<file path="config.mk">
export PLATFORM = sky130hd
export DESIGN_NAME = redirect_arbiter_flat
export DESIGN_NICKNAME = d
export VERILOG_FILES = /design/src/rtl/redirect_arbiter_if.sv /design/src/rtl/redirect_arbiter.sv /design/src/flat_wrapper.sv
export SDC_FILE = /design/constraint.sdc
export NUM_CORES = 1
export LEC_CHECK = 0
export CAP_MARGIN = 20
export CORE_AREA = 3 3 139 74
export CTS_CLUSTER_DIAMETER = 100
export DETAILED_ROUTE_END_ITERATION = 16
export DIE_AREA = 0 0 142 77
export HOLD_SLACK_MARGIN = 0.03
export PLACE_DENSITY_LB_ADDON = 0.2
export SLEW_MARGIN = 20
export SYNTH_ARGS = -nofsm -noshare
export SYNTH_HDL_FRONTEND = slang
export SYNTH_SLANG_ARGS = --single-unit
export TNS_END_PERCENT = 50
</file>
<file path="constraint.sdc">
create_clock -name clock -period 3.1 [get_ports clock]
set_input_delay 0.31 -clock clock [delete_from_list [all_inputs] [get_ports clock]]
set_output_delay 0.31 -clock clock [all_outputs]
set_load 0.005 [all_outputs]
</file>
<file path="src/rtl/redirect_arbiter_if.sv">
// Redirect request/response bundle between the redirect sources, fetch and
// the redirect arbiter. The arbiter sits on the slave side.
interface redirect_arbiter_if #(
    parameter int TAG_W = 4
);
    logic             io_Dec_Valid;
    logic [31:0]      io_Dec_Target;
    logic             io_Exe_Valid;
    logic [31:0]      io_Exe_Target;
    logic [TAG_W-1:0] io_Exe_Tag;
    logic             io_Cmt_Valid;
    logic [31:0]      io_Cmt_Target;
    logic [TAG_W-1:0] io_Rob_Head;
    logic             io_Fetch_Ready;
    logic             io_Redirect_Valid;
    logic [31:0]      io_Redirect_Target;
    logic [1:0]       io_Redirect_Source;
    logic             io_Flush_Frontend;
    logic             io_Flush_Backend;
    logic [TAG_W-1:0] io_Flush_Tag;

    modport master (
        output io_Dec_Valid, io_Dec_Target,
        output io_Exe_Valid, io_Exe_Target, io_Exe_Tag,
        output io_Cmt_Valid, io_Cmt_Target,
        output io_Rob_Head, io_Fetch_Ready,
        input  io_Redirect_Valid, io_Redirect_Target, io_Redirect_Source,
        input  io_Flush_Frontend, io_Flush_Backend, io_Flush_Tag
    );

    modport slave (
        input  io_Dec_Valid, io_Dec_Target,
        input  io_Exe_Valid, io_Exe_Target, io_Exe_Tag,
        input  io_Cmt_Valid, io_Cmt_Target,
        input  io_Rob_Head, io_Fetch_Ready,
        output io_Redirect_Valid, io_Redirect_Target, io_Redirect_Source,
        output io_Flush_Frontend, io_Flush_Backend, io_Flush_Tag
    );
endinterface

</file>
<file path="src/rtl/redirect_arbiter.sv">
// Fetch redirect arbiter: picks one of decode/execute/commit redirects by
// priority and ROB age, holds it until fetch accepts, pulses flushes, and
// discards stale wrong-path requests during a post-redirect squash window.
//
// state  | meaning
// IDLE   | nothing held, any request is captured
// PEND   | request held and presented to fetch
// SQUASH | backend redirect issued, stale requests dropped
module redirect_arbiter #(
    parameter int TAG_W         = 4,
    parameter int SQUASH_CYCLES = 2
) (
    input logic                clock,
    input logic                reset,
    redirect_arbiter_if.slave  bus
);
    localparam int CNT_W = (SQUASH_CYCLES < 2) ? 1 : $clog2(SQUASH_CYCLES + 1);

    localparam logic [1:0] SRC_NONE = 2'd0;
    localparam logic [1:0] SRC_DEC  = 2'd1;
    localparam logic [1:0] SRC_EXE  = 2'd2;
    localparam logic [1:0] SRC_CMT  = 2'd3;

    typedef enum logic [1:0] {IDLE, PEND, SQUASH} state_t;

    state_t           state_q, state_d;
    logic [1:0]       hold_src_q, hold_src_d;
    logic [31:0]      hold_target_q, hold_target_d;
    logic [TAG_W-1:0] hold_tag_q, hold_tag_d;
    logic [CNT_W-1:0] cnt_q, cnt_d;
    logic [1:0]       last_src_q, last_src_d;
    logic [TAG_W-1:0] last_tag_q, last_tag_d;

    logic [1:0]       win_src;
    logic [31:0]      win_target;
    logic [TAG_W-1:0] win_tag;
    logic             accept_pend;
    logic             accept_squash;
    logic             pend;

    // Age is distance from the ROB head modulo the tag space; equal is not older.
    function automatic logic is_older(input logic [TAG_W-1:0] a,
                                      input logic [TAG_W-1:0] b,
                                      input logic [TAG_W-1:0] head);
        logic [TAG_W-1:0] age_a;
        logic [TAG_W-1:0] age_b;
        age_a = a - head;
        age_b = b - head;
        return age_a < age_b;
    endfunction

    // Single winner of the cycle by fixed priority Cmt > Exe > Dec.
    always_comb begin
        win_src    = SRC_NONE;
        win_target = '0;
        win_tag    = '0;
        if (bus.io_Cmt_Valid) begin
            win_src    = SRC_CMT;
            win_target = bus.io_Cmt_Target;
        end else if (bus.io_Exe_Valid) begin
            win_src    = SRC_EXE;
            win_target = bus.io_Exe_Target;
            win_tag    = bus.io_Exe_Tag;
        end else if (bus.io_Dec_Valid) begin
            win_src    = SRC_DEC;
            win_target = bus.io_Dec_Target;
        end
    end

    // Acceptance rules; in PEND the held request is also the one being issued
    // on a handshake, so both cases share one rule.
    always_comb begin
        accept_pend = (win_src == SRC_CMT) ||
                      ((win_src == SRC_EXE) &&
                       ((hold_src_q == SRC_DEC) ||
                        ((hold_src_q == SRC_EXE) &&
                         is_older(win_tag, hold_tag_q, bus.io_Rob_Head))));
        accept_squash = (win_src == SRC_CMT) ||
                        ((win_src == SRC_EXE) && (last_src_q == SRC_EXE) &&
                         is_older(win_tag, last_tag_q, bus.io_Rob_Head));
    end

    // Next-state, hold register, squash counter and last-issued bookkeeping.
    always_comb begin
        state_d       = state_q;
        hold_src_d    = hold_src_q;
        hold_target_d = hold_target_q;
        hold_tag_d    = hold_tag_q;
        cnt_d         = cnt_q;
        last_src_d    = last_src_q;
        last_tag_d    = last_tag_q;
        case (state_q)
            IDLE: begin
                if (win_src != SRC_NONE) begin
                    state_d = PEND;
                end
            end
            PEND: begin
                if (bus.io_Fetch_Ready) begin
                    last_src_d = hold_src_q;
                    last_tag_d = hold_tag_q;
                    if (hold_src_q == SRC_DEC) begin
                        state_d = IDLE;
                    end else begin
                        state_d = SQUASH;
                        cnt_d   = CNT_W'(SQUASH_CYCLES);
                    end
                    hold_src_d    = SRC_NONE;
                    hold_target_d = '0;
                    hold_tag_d    = '0;
                end
                if (accept_pend) begin
                    state_d = PEND;
                    cnt_d   = '0;
                end
            end
            SQUASH: begin
                if (accept_squash) begin
                    state_d = PEND;
                    cnt_d   = '0;
                end else begin
                    cnt_d = cnt_q - CNT_W'(1);
                    if (cnt_q <= CNT_W'(1)) begin
                        state_d = IDLE;
                        cnt_d   = '0;
                    end
                end
            end
            default: begin
                state_d = IDLE;
            end
        endcase
        if (((state_q == IDLE) && (win_src != SRC_NONE)) ||
            ((state_q == PEND) && accept_pend) ||
            ((state_q == SQUASH) && accept_squash)) begin
            hold_src_d    = win_src;
            hold_target_d = win_target;
            hold_tag_d    = win_tag;
        end
    end

    // State and hold registers with synchronous reset.
    always_ff @(posedge clock) begin
        if (reset) begin
            state_q       <= IDLE;
            hold_src_q    <= SRC_NONE;
            hold_target_q <= '0;
            hold_tag_q    <= '0;
            cnt_q         <= '0;
            last_src_q    <= SRC_NONE;
            last_tag_q    <= '0;
        end else begin
            state_q       <= state_d;
            hold_src_q    <= hold_src_d;
            hold_target_q <= hold_target_d;
            hold_tag_q    <= hold_tag_d;
            cnt_q         <= cnt_d;
            last_src_q    <= last_src_d;
            last_tag_q    <= last_tag_d;
        end
    end

    // Outputs decode from state and hold register only; reset masks them so a
    // reset landing on a handshake cycle cannot emit a flush.
    assign pend                   = (state_q == PEND) && !reset;
    assign bus.io_Redirect_Valid  = pend;
    assign bus.io_Redirect_Target = pend ? hold_target_q : 32'd0;
    assign bus.io_Redirect_Source = pend ? hold_src_q : SRC_NONE;
    assign bus.io_Flush_Tag       = pend ? hold_tag_q : '0;
    assign bus.io_Flush_Frontend  = pend && bus.io_Fetch_Ready;
    assign bus.io_Flush_Backend   = pend && bus.io_Fetch_Ready && hold_src_q[1];
endmodule

</file>
<file path="src/flat_wrapper.sv">
// flat-port wrapper written by rule: the top's interface ports become plain ports
module redirect_arbiter_flat 
#(
    parameter int TAG_W         = 4,
    parameter int SQUASH_CYCLES = 2
)
  (clock, reset, bus_io_Dec_Valid, bus_io_Dec_Target, bus_io_Exe_Valid, bus_io_Exe_Target, bus_io_Exe_Tag, bus_io_Cmt_Valid, bus_io_Cmt_Target, bus_io_Rob_Head, bus_io_Fetch_Ready, bus_io_Redirect_Valid, bus_io_Redirect_Target, bus_io_Redirect_Source, bus_io_Flush_Frontend, bus_io_Flush_Backend, bus_io_Flush_Tag);
  redirect_arbiter_if #(.TAG_W(TAG_W)) bus_i ();
  input logic clock;
  input logic reset;
  input wire logic [$bits(bus_i.io_Dec_Valid)-1:0] bus_io_Dec_Valid;
  input wire logic [$bits(bus_i.io_Dec_Target)-1:0] bus_io_Dec_Target;
  input wire logic [$bits(bus_i.io_Exe_Valid)-1:0] bus_io_Exe_Valid;
  input wire logic [$bits(bus_i.io_Exe_Target)-1:0] bus_io_Exe_Target;
  input wire logic [$bits(bus_i.io_Exe_Tag)-1:0] bus_io_Exe_Tag;
  input wire logic [$bits(bus_i.io_Cmt_Valid)-1:0] bus_io_Cmt_Valid;
  input wire logic [$bits(bus_i.io_Cmt_Target)-1:0] bus_io_Cmt_Target;
  input wire logic [$bits(bus_i.io_Rob_Head)-1:0] bus_io_Rob_Head;
  input wire logic [$bits(bus_i.io_Fetch_Ready)-1:0] bus_io_Fetch_Ready;
  output wire logic [$bits(bus_i.io_Redirect_Valid)-1:0] bus_io_Redirect_Valid;
  output wire logic [$bits(bus_i.io_Redirect_Target)-1:0] bus_io_Redirect_Target;
  output wire logic [$bits(bus_i.io_Redirect_Source)-1:0] bus_io_Redirect_Source;
  output wire logic [$bits(bus_i.io_Flush_Frontend)-1:0] bus_io_Flush_Frontend;
  output wire logic [$bits(bus_i.io_Flush_Backend)-1:0] bus_io_Flush_Backend;
  output wire logic [$bits(bus_i.io_Flush_Tag)-1:0] bus_io_Flush_Tag;
  assign bus_i.io_Dec_Valid = bus_io_Dec_Valid;
  assign bus_i.io_Dec_Target = bus_io_Dec_Target;
  assign bus_i.io_Exe_Valid = bus_io_Exe_Valid;
  assign bus_i.io_Exe_Target = bus_io_Exe_Target;
  assign bus_i.io_Exe_Tag = bus_io_Exe_Tag;
  assign bus_i.io_Cmt_Valid = bus_io_Cmt_Valid;
  assign bus_i.io_Cmt_Target = bus_io_Cmt_Target;
  assign bus_i.io_Rob_Head = bus_io_Rob_Head;
  assign bus_i.io_Fetch_Ready = bus_io_Fetch_Ready;
  assign bus_io_Redirect_Valid = bus_i.io_Redirect_Valid;
  assign bus_io_Redirect_Target = bus_i.io_Redirect_Target;
  assign bus_io_Redirect_Source = bus_i.io_Redirect_Source;
  assign bus_io_Flush_Frontend = bus_i.io_Flush_Frontend;
  assign bus_io_Flush_Backend = bus_i.io_Flush_Backend;
  assign bus_io_Flush_Tag = bus_i.io_Flush_Tag;
  redirect_arbiter #(.TAG_W(TAG_W), .SQUASH_CYCLES(SQUASH_CYCLES)) u_core (.clock(clock), .reset(reset), .bus(bus_i));
endmodule
</file>
==> results_dict.tcl, run 1 <==
set metrics [dict create \
    drt_first_pass_iters 4 \
    wire_per_inst_um 16.48 \
    finalMaxSlewViolations 0 \
    clock_latency_ps 290 \
    drt-total-wl_um 11320 \
    cp_max_fo 10 \
    clkTransAtPathRegs_ps 60 \
    maxUsedRoutingLayer "met4" \
    grt_usage_pct 19.72 \
    clkSinkCount 48 \
    comb_power_share_pct 41.8 \
    viasPerCell 5.172 \
    critPathArrivalTime_ps 3220 \
    final-setup-viol-count 0 \
    grt_overflow_total 0 \
    synth_top_area_cell "dfxtp_1" \
    ys_seq_area_share_pct 27.26 \
    tightest_slew_ps 730.4 \
    fill_cells 810 \
    drive_gt1_share_pct 9.541 \
    grt_pass1_wl_um 17620 \
    path_class "input port to register" \
    mappedNetlistArea_um2 3525 \
    status "finished clean" \
    swShare_pct 31.74 \
    die_area_um2 10930 \
    wl_met1_um 5494 \
    rsz0062_at_grt "true" \
    netlist.area_leader.share_pct 27.26 \
    wl_met2_um 4876 \
    place_inst 677 \
    power.share.clock_pct 24.2 \
    yosys_warnings 0 \
    finalHoldViolations 0 \
    p_leak_nw 2.285 \
    synth_area_leaders "dfxtp_1 27%, mux2i_1 10%, a211o_1 8.0%, a221oi_1 8.0%, and2_1 7.5%" \
    final_cell_count_no_fill 687 \
    maxCapViolations 0 \
    ir_worst_vdd_uv 213.8 \
    cellPowerDensity_nw_per_um2 419.4 \
    ant_nets 0 \
    row_count 25 \
    critPathLaunchType "input port" \
    root_buffer "clkbuf_16" \
    syn_to_final_growth_pct 53.60 \
    h-tree-depth 2 \
    drcViolationCount 0 \
    cts_buffers 5 \
    grt_pass1_vias 3418 \
    seq_power_share_pct 34.0 \
    num_vias 3553 \
    hold_class "register to register" \
    slew_headroom_pct 51.31 \
    intPower_mw 1.550 \
    synth_nets 551 \
    portBuffers 150 \
    drt_iter0_markers 186 \
    wl_met3_um 879 \
    cp.required_ps 3280 \
    start_util_pct 38.20 \
    die_y_um 77 \
    multi_input_area_um2 2253 \
    synth_edf_count 0 \
    max_freq_mhz 329.0 \
    min_period_ps 3040 \
    ys_types 48 \
    ys_ff_latch 48 \
    power_mw 2.270 \
    cts_tree "yes" \
    die_x_um 142 \
    ys.flop_type "dfxtp_1" \
    async_flop_share_pct 0 \
    hpwl_um 8332 \
    period_share_pct 98.06 \
    antenna_found_initial 0 \
    netlist_instances 419 \
    fin_skew_ps 5.749 \
    synth.most_common_cell "nand2_1" \
    clk_path_buf_depth 2 \
    gp_congestion 0.9073 \
    synthTopCellsByCount "54 x nand2_1, 48 x dfxtp_1, 48 x inv_1, 42 x and2_1, 36 x mux2i_1" \
    antenna_cells 0 \
    grt_max_degree 72 \
    end_kind "register" \
    syn_avg_cell_area_um2 8.412 \
    io_pins 151 \
    core_region_area_um2 9228 \
    netSwitchingPower_uw 720.6 \
    nets 697 \
    regArea_um2 960.9 \
]
-- per-layer routing --
layer | GRT usage, % | up-vias
met1 | 28.54 | 1660
met4 | 2.299 | 0
met3 | 5.234 | 9
li1 | - | 1759
met5 | 0 | -
met2 | 30.15 | 125
-- worst max-delay path: stages --
cell             delay [ps]
clkdlybuf4s50_1         450
nand2_1                  80
ha_1                    220
fa_1                    390
xnor2_1                 270
ha_1                    300
a21oi_1                 180
o21ai_2                 120
a21oi_2                 230
a221oi_4                110
buf_12                  160
buf_6                   150
a32o_1                  250
-- area by class of cell --
type,count,area share [%]
sequential,48,17.75
multi-input combinational,289,41.62
tap,121,2.796
clock buffer,7,2.635
timing repair buffer,173,31.73
inverter,48,3.328
clock inverter,1,0.1387
-- what timing repair did --
item,in CTS,in global routing
hold buffers,0,0
setup buffers,0,1
resized for setup,0,7
endpoints found under the setup margin,0,41
-- logic make-up (layout without fill, tap and decap cells) --
| kind of cell | count (synthesis) | count (layout) | synth area share [%] |
|---|---|---|---|
| AOI/OAI and AO/OA | 95 | 95 | 22.72 |
| xor gates and xnor gates | 9 | 9 | 2.237 |
| adders and majority gates | 22 | 22 | 8.449 |
| buffers and inverters | 82 | 229 | 10.19 |
| DFF | 48 | 48 | 27.26 |
| muxes | 37 | 37 | 10.54 |
| and+or+nand+nor | 126 | 126 | 18.60 |
-- cell usage in the layout, fill, tap and decap left out, types with 4 or more instances in the layout --
| cell type | instances |
|---|---|
| xnor2_1 | 6 |
| nand2_1 | 54 |
| inv_1 | 48 |
| and2_1 | 42 |
| a21oi_1 | 9 |
| dfxtp_1 | 48 |
| clkbuf_16 | 6 |
| nor2_1 | 7 |
| a221oi_1 | 32 |
| mux2i_1 | 35 |
| clkdlybuf4s50_1 | 147 |
| ha_1 | 19 |
| nor2b_1 | 4 |
| buf_4 | 18 |
| a211o_1 | 32 |
-- through the flow --
stage / cell area [um^2] / setup slack, ps / util, % / setup TNS, ps / hold WS (ps)
floorplan: 3527 / 6.608 / - / 0 / 431.8
global placement: 5185 / -204.2 / 56.19 / -7959 / 439.9
detailed placement: 5185 / -271.4 / 56.19 / -9503 / 448.5
CTS: 5335 / 24.03 / 57.82 / 0 / 456.3
global route: 5414 / -62.41 / 58.67 / -695.2 / 473.3
finish: 5414 / 60.25 / 58.67 / 0 / 453.4
-- sequential cells by signal (all words and copies together) (netlist names) --
register / cells
u_core.state_q: 2
u_core.hold_tag_q: 4
u_core.cnt_q: 2
u_core.last_src_q: 2
u_core.hold_src_q: 2
u_core.hold_target_q: 32
u_core.last_tag_q: 4
-- power by group through the flow --
stage | clock [mW] | combinational, mW | sequential [mW]
2_1_floorplan | 0 | 0.545 | 0.765
3_3_place_gp | 0 | 0.855 | 0.780
3_5_place_dp | 0 | 0.876 | 0.783
4_1_cts | 0.566 | 0.879 | 0.770
5_1_grt | 0.593 | 1.03 | 0.785
6_report | 0.550 | 0.949 | 0.771
-- worst paths after layout --
check | from | end | slack (ps) | cells after the start
setup / recovery | bus_io_Exe_Tag[0] | u_core.hold_src_q[1]$_SDFFE_PP0P_ | 60 | 13
hold / removal | u_core.hold_target_q[20]$_SDFFE_PP0P_ | u_core.hold_target_q[20]$_SDFFE_PP0P_ | 450 | 2
setup reg to reg | u_core.last_tag_q[1]$_SDFFE_PP0P_ | u_core.hold_target_q[7]$_SDFFE_PP0P_ | 280 | 12
hold reg to reg | u_core.hold_target_q[20]$_SDFFE_PP0P_ | u_core.hold_target_q[20]$_SDFFE_PP0P_ | 450 | 2
Power figures use the tool's default switching activity.
==> run 2, diff against run 1 <==
--- a/config.mk
+++ b/config.mk
@@ -5,11 +5,14 @@
 export SDC_FILE = /design/constraint.sdc
 export NUM_CORES = 1
 export LEC_CHECK = 0
+export ABC_CLOCK_PERIOD_IN_PS = 3100
 export CAP_MARGIN = 20
 export CORE_AREA = 3 3 139 74
 export CTS_CLUSTER_DIAMETER = 100
 export DETAILED_ROUTE_END_ITERATION = 16
 export DIE_AREA = 0 0 142 77
+export GPL_ROUTABILITY_DRIVEN = 0
+export GPL_TIMING_DRIVEN = 0
 export HOLD_SLACK_MARGIN = 0.03
 export PLACE_DENSITY_LB_ADDON = 0.2
 export SLEW_MARGIN = 20
==> run 2 against run 1 <==
  * Register-to-register slack lost 80 ps
  * Clock skew grew 3.4 ps
  * Fmax shrank 0.23%
  * Critical path depth shrank 1
  * Sequential power is essentially flat
  * Critical endpoint is now u_core.hold_tag_q[3]$_SDFFE_PP0P_
  * Largest power group unchanged
==> results_dict.tcl, run 2 (same netlist as run 1, synthesis figures left out) <==
set metrics [dict create \
    status "finished clean" \
    ant_nets 0 \
    regMostFlops "u_core.hold_target_q" \
    path_class "input port to register" \
    wl_met3_um 1074 \
    viasPerCell 5.177 \
    critPathSlowestCell "fa_2" \
    finalMaxSlewViolations 0 \
    syn_to_final_growth_pct 56.62 \
    hpwl_um 9403 \
    cellPowerDensity_nw_per_um2 417.7 \
    slowest_delay_ps 540 \
    power_mw 2.306 \
    final-setup-viol-count 0 \
    cp_top_family "adder cells" \
    wl_met1_um 5832 \
    whs_ps 451.2 \
    core_region_area_um2 9228 \
    final_cell_mix "145 x clkdlybuf4s50_1, 52 x nand2_1, 48 x dfxtp_1, 47 x inv_1, 42 x and2_1" \
    cp_max_fo 7 \
    drive_gt1_share_pct 10.07 \
    cts_buffers 5 \
    io_pins 151 \
    maxCapViolations 0 \
    tightest_slew_ps 606.3 \
    finalHoldViolations 0 \
    critPathBufInv 3 \
    drt-total-wl_um 12020 \
    end_kind "register" \
    drt_first_pass_iters 4 \
    top_regs "u_core.hold_target_q: 32 flops, u_core.hold_tag_q: 4 flops, u_core.last_tag_q: 4 flops" \
    start_util_pct 38.20 \
    wl_met2_um 5079 \
    critPathLaunchType "input port" \
    slew_headroom_pct 59.58 \
    nets 717 \
    grt_overflow_total 0 \
    hold_class "register to register" \
    max_freq_mhz 328.2 \
    die_x_um 142 \
    comb_power_share_pct 43.1 \
    critPathArrivalTime_ps 3220 \
    ir_worst_vdd_uv 292.7 \
    min_period_ps 3047 \
    multi_input_area_um2 2315 \
    die_y_um 77 \
    grt_max_degree 16 \
    die_area_um2 10930 \
    fill_cells 837 \
    clkSinkCount 48 \
    wire_per_inst_um 17.00 \
    maxUsedRoutingLayer "met4" \
    period_share_pct 98.28 \
    clk_path_buf_depth 2 \
    fin_skew_ps 9.132 \
    power.share.clock_pct 23.4 \
    clock_latency_ps 290 \
    portBuffers 148 \
    grt_pass1_wl_um 18080 \
    final_common_cell "clkdlybuf4s50_1" \
    clkTransAtPathRegs_ps 60 \
    seq_power_share_pct 33.6 \
    p_leak_nw 2.338 \
    drcViolationCount 0 \
    cts_tree "yes" \
    cp.required_ps 3280 \
    drt_iter0_markers 230 \
    grt_usage_pct 20.69 \
    antenna_cells 0 \
    grt_pass1_vias 3494 \
    largest_reg_flops 32 \
    h-tree-depth 2 \
    root_buffer "clkbuf_16" \
    path_cells "clkdlybuf4s50_1 > nand2_2 > ha_4 > fa_2 > inv_1 > ha_1 > nand2_1 > o21ai_2 > a21oi_2 > a221oi_4 > buf_6 > mux2_2" \
    row_count 25 \
    regArea_um2 960.9 \
    netSwitchingPower_uw 753.3 \
    postCtsHoldBufs 0 \
    num_vias 3660 \
    intPower_mw 1.552 \
    swShare_pct 32.67 \
    fin_util_pct 59.82 \
    antenna_found_initial 0 \
]
==> run 2: cell types whose count changed in the layout (fill, tap and decap cells not counted), moves of 3 or more <==
cell	delta
nor2b_2	-3
clkbuf_1	+19
buf_4	-8
buf_2	+3
==> run 2: stage by stage <==
step / cells / instance area (um^2) / TNS (ps) / worst slack, ps
3_5_place_dp: 688 / 5160 / -40880 / -1088
5_1_grt: 707 / 5520 / -41.11 / -23.97
3_3_place_gp: 688 / 5160 / -36860 / -1008
4_1_cts: 702 / 5415 / 0 / 31.60
2_1_floorplan: 419 / 3527 / 0 / 6.608
6_report: 707 / 5520 / 0 / 53.19
==> run 2: layout make-up <==
class	instances	area share (%)
Buffer	34	3.400
Clock buffer	5	2.267
Clock inverter	3	0.3400
Inverter	48	3.264
Multi-Input combinational cell	289	41.93
Sequential cell	48	17.41
Tap cell	121	2.743
Timing Repair Buffer	159	28.65
==> run 2: worst min-delay path, cell delays in order (launching register included) <==
cell	delay [ps]
dfxtp_1	300
nand2_1	50
a21oi_1	50
==> run 2: power groups by stage <==
stage	logic [mW]	clock network (mW)	registers [mW]
after floorplan	0.545	0	0.765
after global placement	0.856	0	0.778
after detailed placement	0.878	0	0.783
after CTS	0.937	0.545	0.771
after global routing	1.07	0.581	0.784
final	0.993	0.539	0.774
==> run 2: worst paths after layout <==
| path | start | endpoint | slack (ps) | cells past startpoint |
|---|---|---|---|---|
| hold / removal | u_core.last_src_q[0]$_SDFFE_PP0P_ | u_core.last_src_q[0]$_SDFFE_PP0P_ | 450 | 2 |
| setup / recovery | bus_io_Exe_Tag[0] | u_core.hold_tag_q[3]$_SDFFE_PP0P_ | 50 | 12 |
| hold reg to reg | u_core.last_src_q[0]$_SDFFE_PP0P_ | u_core.last_src_q[0]$_SDFFE_PP0P_ | 450 | 2 |
| setup reg to reg | u_core.hold_tag_q[0]$_SDFFE_PP0P_ | u_core.hold_tag_q[3]$_SDFFE_PP0P_ | 200 | 12 |
==> run 2: timing repair <==
action / in CTS / in global routing
gates resized for setup: 19 / 12
endpoints found under the setup margin: 52 / 51
gates cloned: 0 / 1
pin swaps: 7 / 13
setup buffers: 6 / 4
hold endpoints to repair: 0 / 0
==> run 2: routing by layer <==
layer  global-route usage (%)  vias to the layer above
li1                         -                     1798
met1                    31.14                     1714
met2                    30.24                      142
met3                    5.670                        6
met4                    2.011                        0
met5                        0                        -
